### src/rtl/qar_i2c_pkg.sv
// Shared definitions for the QAR-Core I2C transfer scheduler: engine opcodes,
// address width and scheduler FSM states.
package qar_i2c_pkg;

  localparam int I2C_ADDR_W = 7;

  localparam logic [2:0] I2C_CMD_START     = 3'd0;
  localparam logic [2:0] I2C_CMD_RSTART    = 3'd1;
  localparam logic [2:0] I2C_CMD_WRITE     = 3'd2;
  localparam logic [2:0] I2C_CMD_READ_NACK = 3'd3;
  localparam logic [2:0] I2C_CMD_STOP      = 3'd4;

  // Every command state is followed by its wait phase (_W).
  typedef enum logic [4:0] {
    ST_IDLE,
    ST_START,  ST_START_W,
    ST_DEVW,   ST_DEVW_W,
    ST_REG,    ST_REG_W,
    ST_WDAT,   ST_WDAT_W,
    ST_RSTART, ST_RSTART_W,
    ST_DEVR,   ST_DEVR_W,
    ST_RDAT,   ST_RDAT_W,
    ST_STOP,   ST_STOP_W,
    ST_DONE
  } xfer_state_t;

endpackage

### src/rtl/qar_rr_arbiter.sv
// NREQ-wide round-robin arbiter; the priority pointer moves past the winner
// only when the grant is accepted.
module qar_rr_arbiter
  import qar_i2c_pkg::*;
#(
  parameter int NREQ    = 2,
  parameter int RR_INIT = 0
) (
  input  logic                    clk,
  input  logic                    rst,
  input  logic [NREQ-1:0]         req,
  input  logic                    accept,
  output logic [NREQ-1:0]         grant,
  output logic [$clog2(NREQ)-1:0] grant_idx
);

  localparam int IW = $clog2(NREQ);

  logic [IW-1:0] ptr_q, ptr_d;
  logic [IW:0]   cand;
  logic          found;

  always_comb begin
    found     = 1'b0;
    grant_idx = '0;
    cand      = '0;
    for (int unsigned k = 0; k < NREQ; k++) begin
      cand = {1'b0, ptr_q} + (IW+1)'(k);
      if (cand >= (IW+1)'(NREQ)) cand = cand - (IW+1)'(NREQ);
      if (!found && req[cand[IW-1:0]]) begin
        found     = 1'b1;
        grant_idx = cand[IW-1:0];
      end
    end
    grant = found ? ({{(NREQ-1){1'b0}}, 1'b1} << grant_idx) : '0;
    ptr_d = ptr_q;
    if (accept && found)
      ptr_d = (grant_idx == IW'(NREQ-1)) ? '0 : grant_idx + IW'(1);
  end

  always_ff @(posedge clk or posedge rst) begin
    if (rst) ptr_q <= IW'(RR_INIT);
    else     ptr_q <= ptr_d;
  end

endmodule

### src/rtl/qar_i2c_xfer_sched.sv
// Shares one I2C byte engine between NREQ requesters: round-robin grant, then
// expansion of a one-register read/write into START/WRITE/READ/STOP commands.
module qar_i2c_xfer_sched
  import qar_i2c_pkg::*;
#(
  parameter int NREQ    = 2,
  parameter int RR_INIT = 0
) (
  input  logic                       clk,
  input  logic                       rst,
  input  logic [NREQ-1:0]            req_valid,
  output logic [NREQ-1:0]            req_ready,
  input  logic [NREQ-1:0]            req_rw,
  input  logic [I2C_ADDR_W*NREQ-1:0] req_dev,
  input  logic [8*NREQ-1:0]          req_reg,
  input  logic [8*NREQ-1:0]          req_wdata,
  output logic [NREQ-1:0]            done_valid,
  output logic [7:0]                 done_rdata,
  output logic                       done_err,
  output logic                       busy,
  output logic                       cmd_valid,
  input  logic                       cmd_ready,
  output logic [2:0]                 cmd_op,
  output logic [7:0]                 cmd_data,
  input  logic                       rsp_valid,
  input  logic                       rsp_nack,
  input  logic [7:0]                 rsp_data
);

  localparam int IW = $clog2(NREQ);

  xfer_state_t           state_q, state_d;
  logic [NREQ-1:0]       grant;
  logic [IW-1:0]         grant_idx;
  logic                  accept;
  logic [IW-1:0]         owner_q, owner_d;
  logic                  rw_q, rw_d, err_q, err_d;
  logic [I2C_ADDR_W-1:0] dev_q, dev_d, dev_sel;
  logic [7:0]            reg_q, reg_d, reg_sel;
  logic [7:0]            wdata_q, wdata_d, wdata_sel;
  logic [7:0]            rcap_q, rcap_d, hold_q, hold_d;
  logic                  rw_sel;

  assign accept    = (state_q == ST_IDLE) && (|req_valid) && !rst;
  assign req_ready = accept ? grant : '0;
  assign busy      = (state_q != ST_IDLE);

  qar_rr_arbiter #(.NREQ(NREQ), .RR_INIT(RR_INIT)) u_arb (
    .clk       (clk),
    .rst       (rst),
    .req       (req_valid),
    .accept    (accept),
    .grant     (grant),
    .grant_idx (grant_idx)
  );

  always_comb begin
    rw_sel    = 1'b0;
    dev_sel   = '0;
    reg_sel   = '0;
    wdata_sel = '0;
    for (int unsigned k = 0; k < NREQ; k++) begin
      if (grant_idx == IW'(k)) begin
        rw_sel    = req_rw[k];
        dev_sel   = req_dev[k*I2C_ADDR_W +: I2C_ADDR_W];
        reg_sel   = req_reg[k*8 +: 8];
        wdata_sel = req_wdata[k*8 +: 8];
      end
    end
  end

  always_comb begin
    state_d    = state_q;
    owner_d    = owner_q;
    rw_d       = rw_q;
    dev_d      = dev_q;
    reg_d      = reg_q;
    wdata_d    = wdata_q;
    err_d      = err_q;
    rcap_d     = rcap_q;
    hold_d     = hold_q;
    cmd_valid  = 1'b0;
    cmd_op     = '0;
    cmd_data   = '0;
    done_valid = '0;
    done_err   = 1'b0;
    done_rdata = hold_q;
    unique case (state_q)
      ST_IDLE: if (accept) begin
        owner_d = grant_idx;
        rw_d    = rw_sel;
        dev_d   = dev_sel;
        reg_d   = reg_sel;
        wdata_d = wdata_sel;
        err_d   = 1'b0;
        state_d = ST_START;
      end
      ST_START: begin
        cmd_valid = 1'b1;
        cmd_op    = I2C_CMD_START;
        if (cmd_ready) state_d = ST_START_W;
      end
      ST_START_W: if (rsp_valid) state_d = ST_DEVW;
      ST_DEVW: begin
        cmd_valid = 1'b1;
        cmd_op    = I2C_CMD_WRITE;
        cmd_data  = {dev_q, 1'b0};
        if (cmd_ready) state_d = ST_DEVW_W;
      end
      ST_DEVW_W: if (rsp_valid) begin
        err_d   = err_q | rsp_nack;
        state_d = rsp_nack ? ST_STOP : ST_REG;
      end
      ST_REG: begin
        cmd_valid = 1'b1;
        cmd_op    = I2C_CMD_WRITE;
        cmd_data  = reg_q;
        if (cmd_ready) state_d = ST_REG_W;
      end
      ST_REG_W: if (rsp_valid) begin
        err_d   = err_q | rsp_nack;
        state_d = rsp_nack ? ST_STOP : (rw_q ? ST_RSTART : ST_WDAT);
      end
      ST_WDAT: begin
        cmd_valid = 1'b1;
        cmd_op    = I2C_CMD_WRITE;
        cmd_data  = wdata_q;
        if (cmd_ready) state_d = ST_WDAT_W;
      end
      ST_WDAT_W: if (rsp_valid) begin
        err_d   = err_q | rsp_nack;
        state_d = ST_STOP;
      end
      ST_RSTART: begin
        cmd_valid = 1'b1;
        cmd_op    = I2C_CMD_RSTART;
        if (cmd_ready) state_d = ST_RSTART_W;
      end
      ST_RSTART_W: if (rsp_valid) state_d = ST_DEVR;
      ST_DEVR: begin
        cmd_valid = 1'b1;
        cmd_op    = I2C_CMD_WRITE;
        cmd_data  = {dev_q, 1'b1};
        if (cmd_ready) state_d = ST_DEVR_W;
      end
      ST_DEVR_W: if (rsp_valid) begin
        err_d   = err_q | rsp_nack;
        state_d = rsp_nack ? ST_STOP : ST_RDAT;
      end
      ST_RDAT: begin
        cmd_valid = 1'b1;
        cmd_op    = I2C_CMD_READ_NACK;
        if (cmd_ready) state_d = ST_RDAT_W;
      end
      ST_RDAT_W: if (rsp_valid) begin
        rcap_d  = rsp_data;
        state_d = ST_STOP;
      end
      ST_STOP: begin
        cmd_valid = 1'b1;
        cmd_op    = I2C_CMD_STOP;
        if (cmd_ready) state_d = ST_STOP_W;
      end
      ST_STOP_W: if (rsp_valid) state_d = ST_DONE;
      ST_DONE: begin
        // The read byte shows in DONE and is then held until the next DONE.
        done_valid = {{(NREQ-1){1'b0}}, 1'b1} << owner_q;
        done_err   = err_q;
        done_rdata = rcap_q;
        hold_d     = rcap_q;
        err_d      = 1'b0;
        state_d    = ST_IDLE;
      end
      default: state_d = ST_IDLE;
    endcase
  end

  always_ff @(posedge clk or posedge rst) begin
    if (rst) begin
      state_q <= ST_IDLE;
      owner_q <= '0;
      rw_q    <= 1'b0;
      dev_q   <= '0;
      reg_q   <= '0;
      wdata_q <= '0;
      err_q   <= 1'b0;
      rcap_q  <= '0;
      hold_q  <= '0;
    end else begin
      state_q <= state_d;
      owner_q <= owner_d;
      rw_q    <= rw_d;
      dev_q   <= dev_d;
      reg_q   <= reg_d;
      wdata_q <= wdata_d;
      err_q   <= err_d;
      rcap_q  <= rcap_d;
      hold_q  <= hold_d;
    end
  end

endmodule

### config.mk
export PLATFORM = sky130hd
export DESIGN_NAME = qar_i2c_xfer_sched
export DESIGN_NICKNAME = d
export VERILOG_FILES = /design/src/rtl/qar_i2c_pkg.sv /design/src/rtl/qar_rr_arbiter.sv /design/src/rtl/qar_i2c_xfer_sched.sv
export SDC_FILE = /design/constraint.sdc
export NUM_CORES = 1
export LEC_CHECK = 0
export ABC_AREA = 0
export BUFFER_PORTS_ARGS = -buffer_cell sky130_fd_sc_hd__buf_2
export CAP_MARGIN = 20
export CORE_AREA = 3 3 81 83
export CTS_CLUSTER_SIZE = 28
export DETAILED_ROUTE_END_ITERATION = 12
export DIE_AREA = 0 0 84 86
export PLACE_DENSITY_LB_ADDON = 0.15
export RECOVER_POWER = 50
export SLEW_MARGIN = 25
export SYNTH_ARGS = -nofsm -noshare
export SYNTH_HDL_FRONTEND = slang
export SYNTH_HIERARCHICAL = 1
export SYNTH_SLANG_ARGS = --single-unit
### constraint.sdc
create_clock -name clk -period 1.9 [get_ports clk]
set_input_delay 0.38 -clock clk [delete_from_list [all_inputs] [get_ports clk]]
set_output_delay 0.38 -clock clk [all_outputs]
set_load 0.005 [all_outputs]
Word-level counts from Yosys, hierarchy flattened
Index checks and enable logic that the tools add are counted.

storage, ports and cells
  register bits after elaboration = 48
  word-level logic and storage cells = 120

operators by class
  add/subtract/negate cells = 4
  order comparisons = 4
  equality and inequality tests = 34
  shifts and indexed selects = 2
  muxes and demuxes = 47
  bitwise logic cells = 1
  reduce and logical (&&, ||, !) cells = 18

operator list
  kind                                                                           number
  5-bit 2-to-1 mux                                                               16
  5-bit case mux with 16 select lines                                            1
  5-bit by 4-bit == test with 1-bit output (second input constant)               8
  8-bit case mux with 4 select lines                                             1
  2-bit inequality test (second input constant)                                  15
  8-bit 2-to-1 mux                                                               3
  5-bit by 3-bit == test with 1-bit output (second input constant)               4
  1-bit 2-to-1 mux                                                               16
  16-bit AND reduction                                                           1
  4-bit 2-to-1 mux                                                               3
  3-bit case mux with 4 select lines                                             1
  5-bit by 2-bit == test with 1-bit output (second input constant)               2
  5-bit == test (second input constant)                                          2
  2-bit 2-to-1 mux                                                               4
  4-bit OR reduction                                                             2
  8-bit OR reduction                                                             1
  7-bit 2-to-1 mux                                                               1
  5-bit by 1-bit == test with 1-bit output (second input constant)               1
  5-bit logical NOT                                                              1
  5-bit nonzero test                                                             1
  1-bit logical AND                                                              4
  1-bit by 2-bit less-than comparator with 1-bit output (second input constant)  2
  2-bit by 1-bit inequality test with 1-bit output (second input constant)       2
  2-bit AND reduction                                                            2
  other kinds (12)                                                               16

Longest topological paths before layout
  word-level depth = 11
  gate-level depth with buffers = 7
  depth with buffers taken out = 5

Cells and area by module
Netlist, hierarchy kept.

by module, submodules not included
  module              times used  cells each  area each (sq um)
  qar_i2c_xfer_sched  1           240         2533.7
  qar_rr_arbiter      1           8           66.3

Least setup slack after synthesis
OpenSTA, ideal clock, no wires.

  path type = flip-flop to output port
  start point = register state_q[1]
  end point = output done_rdata[0]
  arrival time = 1.483 ns
  required time = 1.520 ns
  setup slack = 0.037 ns
  stages on the path, launching flop included = 6
  path buffers = 2
  path through = dfrtp_1 > buf_2 > nand2b_1 > nor3_2 > buf_2 > mux2_2

between the ends
  longest elaborated chain between the ends = 2

ends and longest elaborated chain
  element                   RTL line                   source
  start: declaration        qar_i2c_xfer_sched.sv:32   xfer_state_t state_q, state_d;
  start signal: assignment  qar_i2c_xfer_sched.sv:190  state_q <= state_d;
  5-bit == test             qar_i2c_xfer_sched.sv:88   unique case (state_q)
  8-bit 2-to-1 mux          qar_i2c_xfer_sched.sv:88
  end: declaration          qar_i2c_xfer_sched.sv:18   output logic [7:0] done_rdata,

Every way passes these cells.

Worst setup path after layout
  start point = register state_q[0]
  end point = output cmd_data[0]

between the ends
  longest elaborated chain between the ends = 2
  elaborated cells between the ends (all ways) = 5
  classes of those cells = eq/ne: 4; mux: 1

ends and longest elaborated chain
  element                                                                 RTL line                  source
  5-bit by 4-bit == test with 1-bit output, or another cell as far along  qar_i2c_xfer_sched.sv:88
  8-bit case mux with 4 select lines *                                    qar_i2c_xfer_sched.sv:88
  end: declaration                                                        qar_i2c_xfer_sched.sv:24  output logic [7:0] cmd_data,

Mark *: on every way between the ends. The rest lies on a longest branch, timed or not.

==> reports/qor.yml <==
outcome:
  outcome: "finished, violations left"
  violations: "negative setup slack"
cells_and_area:
  utilization_pct: 60.0
  share_of_layout_cells_above_drive_strength_1_pct: 46.4
  finish.instance_area_um2: 3550
  finish.net_count: 422
  post_layout_nonfiller_instances: 435
  antenna_cells: 0
  areaGrowthSynthToFinish_pct: 36.6
clock_network:
  clock_tree.root_cell: "sky130_fd_sc_hd__clkbuf_8"
  cts_inserted_buffers: 5
  clock_sinks: 48
  cts_tree: "yes"
  cts_htree_levels: 2
  number_of_buffers_on_the_longest_clock_path: 2
  cts.reportedPaths.clkPinSlew_ns: 0.09
  clk-insertion-delay-late_ns: 0.30
synth:
  count_of_yosys_warnings_during_synthesis: 6
  ys_seq_elements: 48
  synth_sequential_area_ratio_pct: 46.2
  yosysUniqueCellTypes: 47
  syn-cell-area_um2: 2600
  postSynth.topFlopCell: "sky130_fd_sc_hd__dfrtp_1"
  synthArstFlopShare_pct: 100
  mappedNetlistNets: 311
  post_synth.cell_area_avg_um2: 10.5
  synthesis.instances: 248
  synth_edf_count: 0
route:
  dr.first_iter.drc_count: 154
  drt_drc_violations_left: 0
  detailroute.via_count: 2261
  number_of_nets_still_failing_antenna_checks_after_routing: 0
  drt_pass1_iterations: 6
  postRouteWirelength_mm: 6.50
  route.detailed.wl_per_inst_um: 14.9
  number_of_vias_per_cell_after_detailed_routing: 5.20
setup_path:
  cp_slowest_cell: "sky130_fd_sc_hd__dfrtp_1"
  arrival_ns: 1.79
  critPathTopFamily: "flip-flops"
  cp.depth: 6
  r2r_end: "owner_q"
  critical_path.max_stage_delay_ns: 0.43
  worst-r2r-cell-count: 7
  critPathCaptureType: "primary output"
  worst_setup_path_start_kind: "flip-flop"
  worst-endpoint-required_ns: 1.52
  cp_cell_sequence: "and2b_1 > nor3b_4 > buf_4 > a222oi_1 > inv_1 > buf_2"
  timing.critical_path.to: "cmd_data[0]"
  timing.rr.start: "state_q[2]"
  path_max_fanout: 4
  r2r_slack_ns: 0.10
  cp_num_buf_inv: 3
  startpoint: "state_q[0]"
  critical_path_class: "flip-flop to primary output"
placed_design:
  port_buffers: 88
  hpwlAfterDp_mm: 4.64
  place.gp.congestion: 0.887
  numPlacedInstances: 413
  place_area_um2: 3260
  post-place-ws_ns: -0.124
power_and_ir_drop:
  power.clock.fraction_pct: 18.7
  pwr_density_cell_nw_per_um2: 1350
  netSwitchingFraction_pct: 35.7
  internal-power_mw: 3.09
  irDropWorstVdd_v: 0.000593
  total_leakage_power_nw: 1.81
  share_seq_of_total_power_pct: 35.8
  p_sw_mw: 1.71
  combPwrFrac_pct: 45.5
  finalPower_mw: 4.80
timing:
  post-route-period-util_pct: 114
  timing_worst_slew_pin_value_ns: 1.06
  final_max_slew_viol_count: 0
  finClkSkew_ns: 0.00359
  setup_tns_ns: -3.46
  rsz0062_at_grt: "yes"
  layout_setup_ws_ns: -0.273
  slew_headroom_pct: 29.5
  finalWorstPathRequiredPeriod_ns: 2.17
  hold_viol: 0
  holdWs_ns: 0.298
  setup_violations: 19
  achievable-frequency_ghz: 0.460
die:
  standard_cell_row_count: 28
  core_region_area_um2: 5920
  design.die.area_um2: 7220
  initial_core_util_pct: 43.9
  die_x_um: 84
  ios: 89
  die_height_um: 86
grt:
  grt_start_max_net_pins: 50
  global_route.overflow_total: 0
  grt_pass1_vias: 2194
  grt_use_total_pct: 18.8
  initial_antenna_violation_count: 0
  grt_pass1_wl_mm: 10.9
min_path:
  hold_path_class: "input port to flip-flop"
  holdPathStages: 2
run:
  maxCapViolations: 0
-- metal layers --
layer / part of all wire (%) / track usage [%] / wire length (um)
met2: 51 / 31.7 / 3340
met3: 5.2 / 2.98 / 337
met5: 0 / 0 / 0
met1: 42 / 25.1 / 2740
met4: 1.2 / 5.70 / 78
-- worst reg2reg max path, stage by stage, from the launching register on --
cell                      delay [ns]
sky130_fd_sc_hd__dfrtp_2        0.47
sky130_fd_sc_hd__buf_6          0.15
sky130_fd_sc_hd__nor3_4         0.21
sky130_fd_sc_hd__nand3_2        0.12
sky130_fd_sc_hd__buf_4          0.15
sky130_fd_sc_hd__buf_4          0.13
sky130_fd_sc_hd__buf_12         0.16
sky130_fd_sc_hd__mux2_2         0.31
-- power by group through the flow --
stage / Clock (mW) / Sequential, mW / Combinational (mW)
after floorplan: 0 / 1.65 / 1.31
after global placement: 0 / 1.73 / 1.90
after detailed placement: 0 / 1.74 / 1.95
after CTS: 0.915 / 1.72 / 2.15
after global routing: 0.961 / 1.78 / 2.41
final: 0.897 / 1.72 / 2.19
-- cell type report --
type / instances / area, um^2
repair buffers: 121 / 748
well taps: 75 / 93.8
multi-input cells: 167 / 1310
clock inverters: 3 / 68.8
clock buffers: 5 / 68.8
fillers: 530 / 2370
inverters: 16 / 60.1
flip-flops and latches: 48 / 1200
-- layout by cell type, fill, tap and decap left out, types with 5 or more instances in the layout --
master and instances:
sky130_fd_sc_hd__a222oi_1 8, sky130_fd_sc_hd__buf_4 25, sky130_fd_sc_hd__dfrtp_1 47, sky130_fd_sc_hd__nand2_1 27
sky130_fd_sc_hd__clkbuf_8 5, sky130_fd_sc_hd__o21ai_0 29, sky130_fd_sc_hd__inv_1 14, sky130_fd_sc_hd__buf_6 5
sky130_fd_sc_hd__buf_2 85, sky130_fd_sc_hd__mux2i_1 24, sky130_fd_sc_hd__nand2b_1 5, sky130_fd_sc_hd__mux2_2 16
-- synth_stat cells (2+ instances only) --
master,count,area share (%)
sky130_fd_sc_hd__a211oi_1,2,0.58
sky130_fd_sc_hd__a21boi_1,2,0.58
sky130_fd_sc_hd__a21oi_1,3,0.58
sky130_fd_sc_hd__a222oi_1,8,3.1
sky130_fd_sc_hd__a22oi_1,2,0.58
sky130_fd_sc_hd__a31oi_1,3,0.72
sky130_fd_sc_hd__and2_1,5,1.2
sky130_fd_sc_hd__buf_2,11,2.1
sky130_fd_sc_hd__clkbuf_1,4,0.58
sky130_fd_sc_hd__dfrtp_1,48,46
sky130_fd_sc_hd__inv_1,16,2.3
sky130_fd_sc_hd__mux2_2,16,6.9
sky130_fd_sc_hd__mux2i_1,24,9.2
sky130_fd_sc_hd__nand2_1,28,4.0
sky130_fd_sc_hd__nand2b_1,6,1.4
sky130_fd_sc_hd__nand3_1,4,0.77
sky130_fd_sc_hd__nor2_1,3,0.43
sky130_fd_sc_hd__nor3_2,2,0.77
sky130_fd_sc_hd__nor3b_1,2,0.58
sky130_fd_sc_hd__nor4_1,2,0.48
sky130_fd_sc_hd__o21ai_0,30,5.8
sky130_fd_sc_hd__or3_1,2,0.48
-- worst min-delay path by stage --
stage                 from  slack, ns     endpoint
2_1_floorplan          rst       0.11  u_arb/ptr_q
3_3_place_gp           rst       0.25  u_arb/ptr_q
3_5_place_dp           rst       0.25  u_arb/ptr_q
4_1_cts                rst       0.18     reg_q[3]
5_1_grt        rsp_data[0]       0.29    rcap_q[0]
6_report       rsp_data[0]       0.30    rcap_q[0]
-- flip-flops by register name, indices dropped and copies added, names as in the netlist --
| register | flops |
|---|---|
| wdata_q | 8 |
| hold_q | 8 |
| u_arb/ptr_q | 1 |
| dev_q | 7 |
| reg_q | 8 |
| rcap_q | 8 |
| state_q | 5 |
| rw_q | 1 |
| err_q | 1 |
| owner_q | 1 |
-- logic make-up (layout without fill, tap and decap cells) --
family,Yosys count,after routing,share of synthesized area (%)
and+or+nand+nor,64,64,15.2
DFF,48,48,46.2
buffers and inverters,33,145,5.63
muxes,41,41,16.6
AOI/OAI and AO/OA,62,62,16.4
-- repair_timing --
action	CTS	global route
hold buffers	1	0
gates resized for setup	8	10
setup endpoints to repair	20	24
pin swaps	11	4
buffers inserted	12	2
endpoints found under the hold margin	1	0
Note: power is estimated with default switching activity, not from simulation.
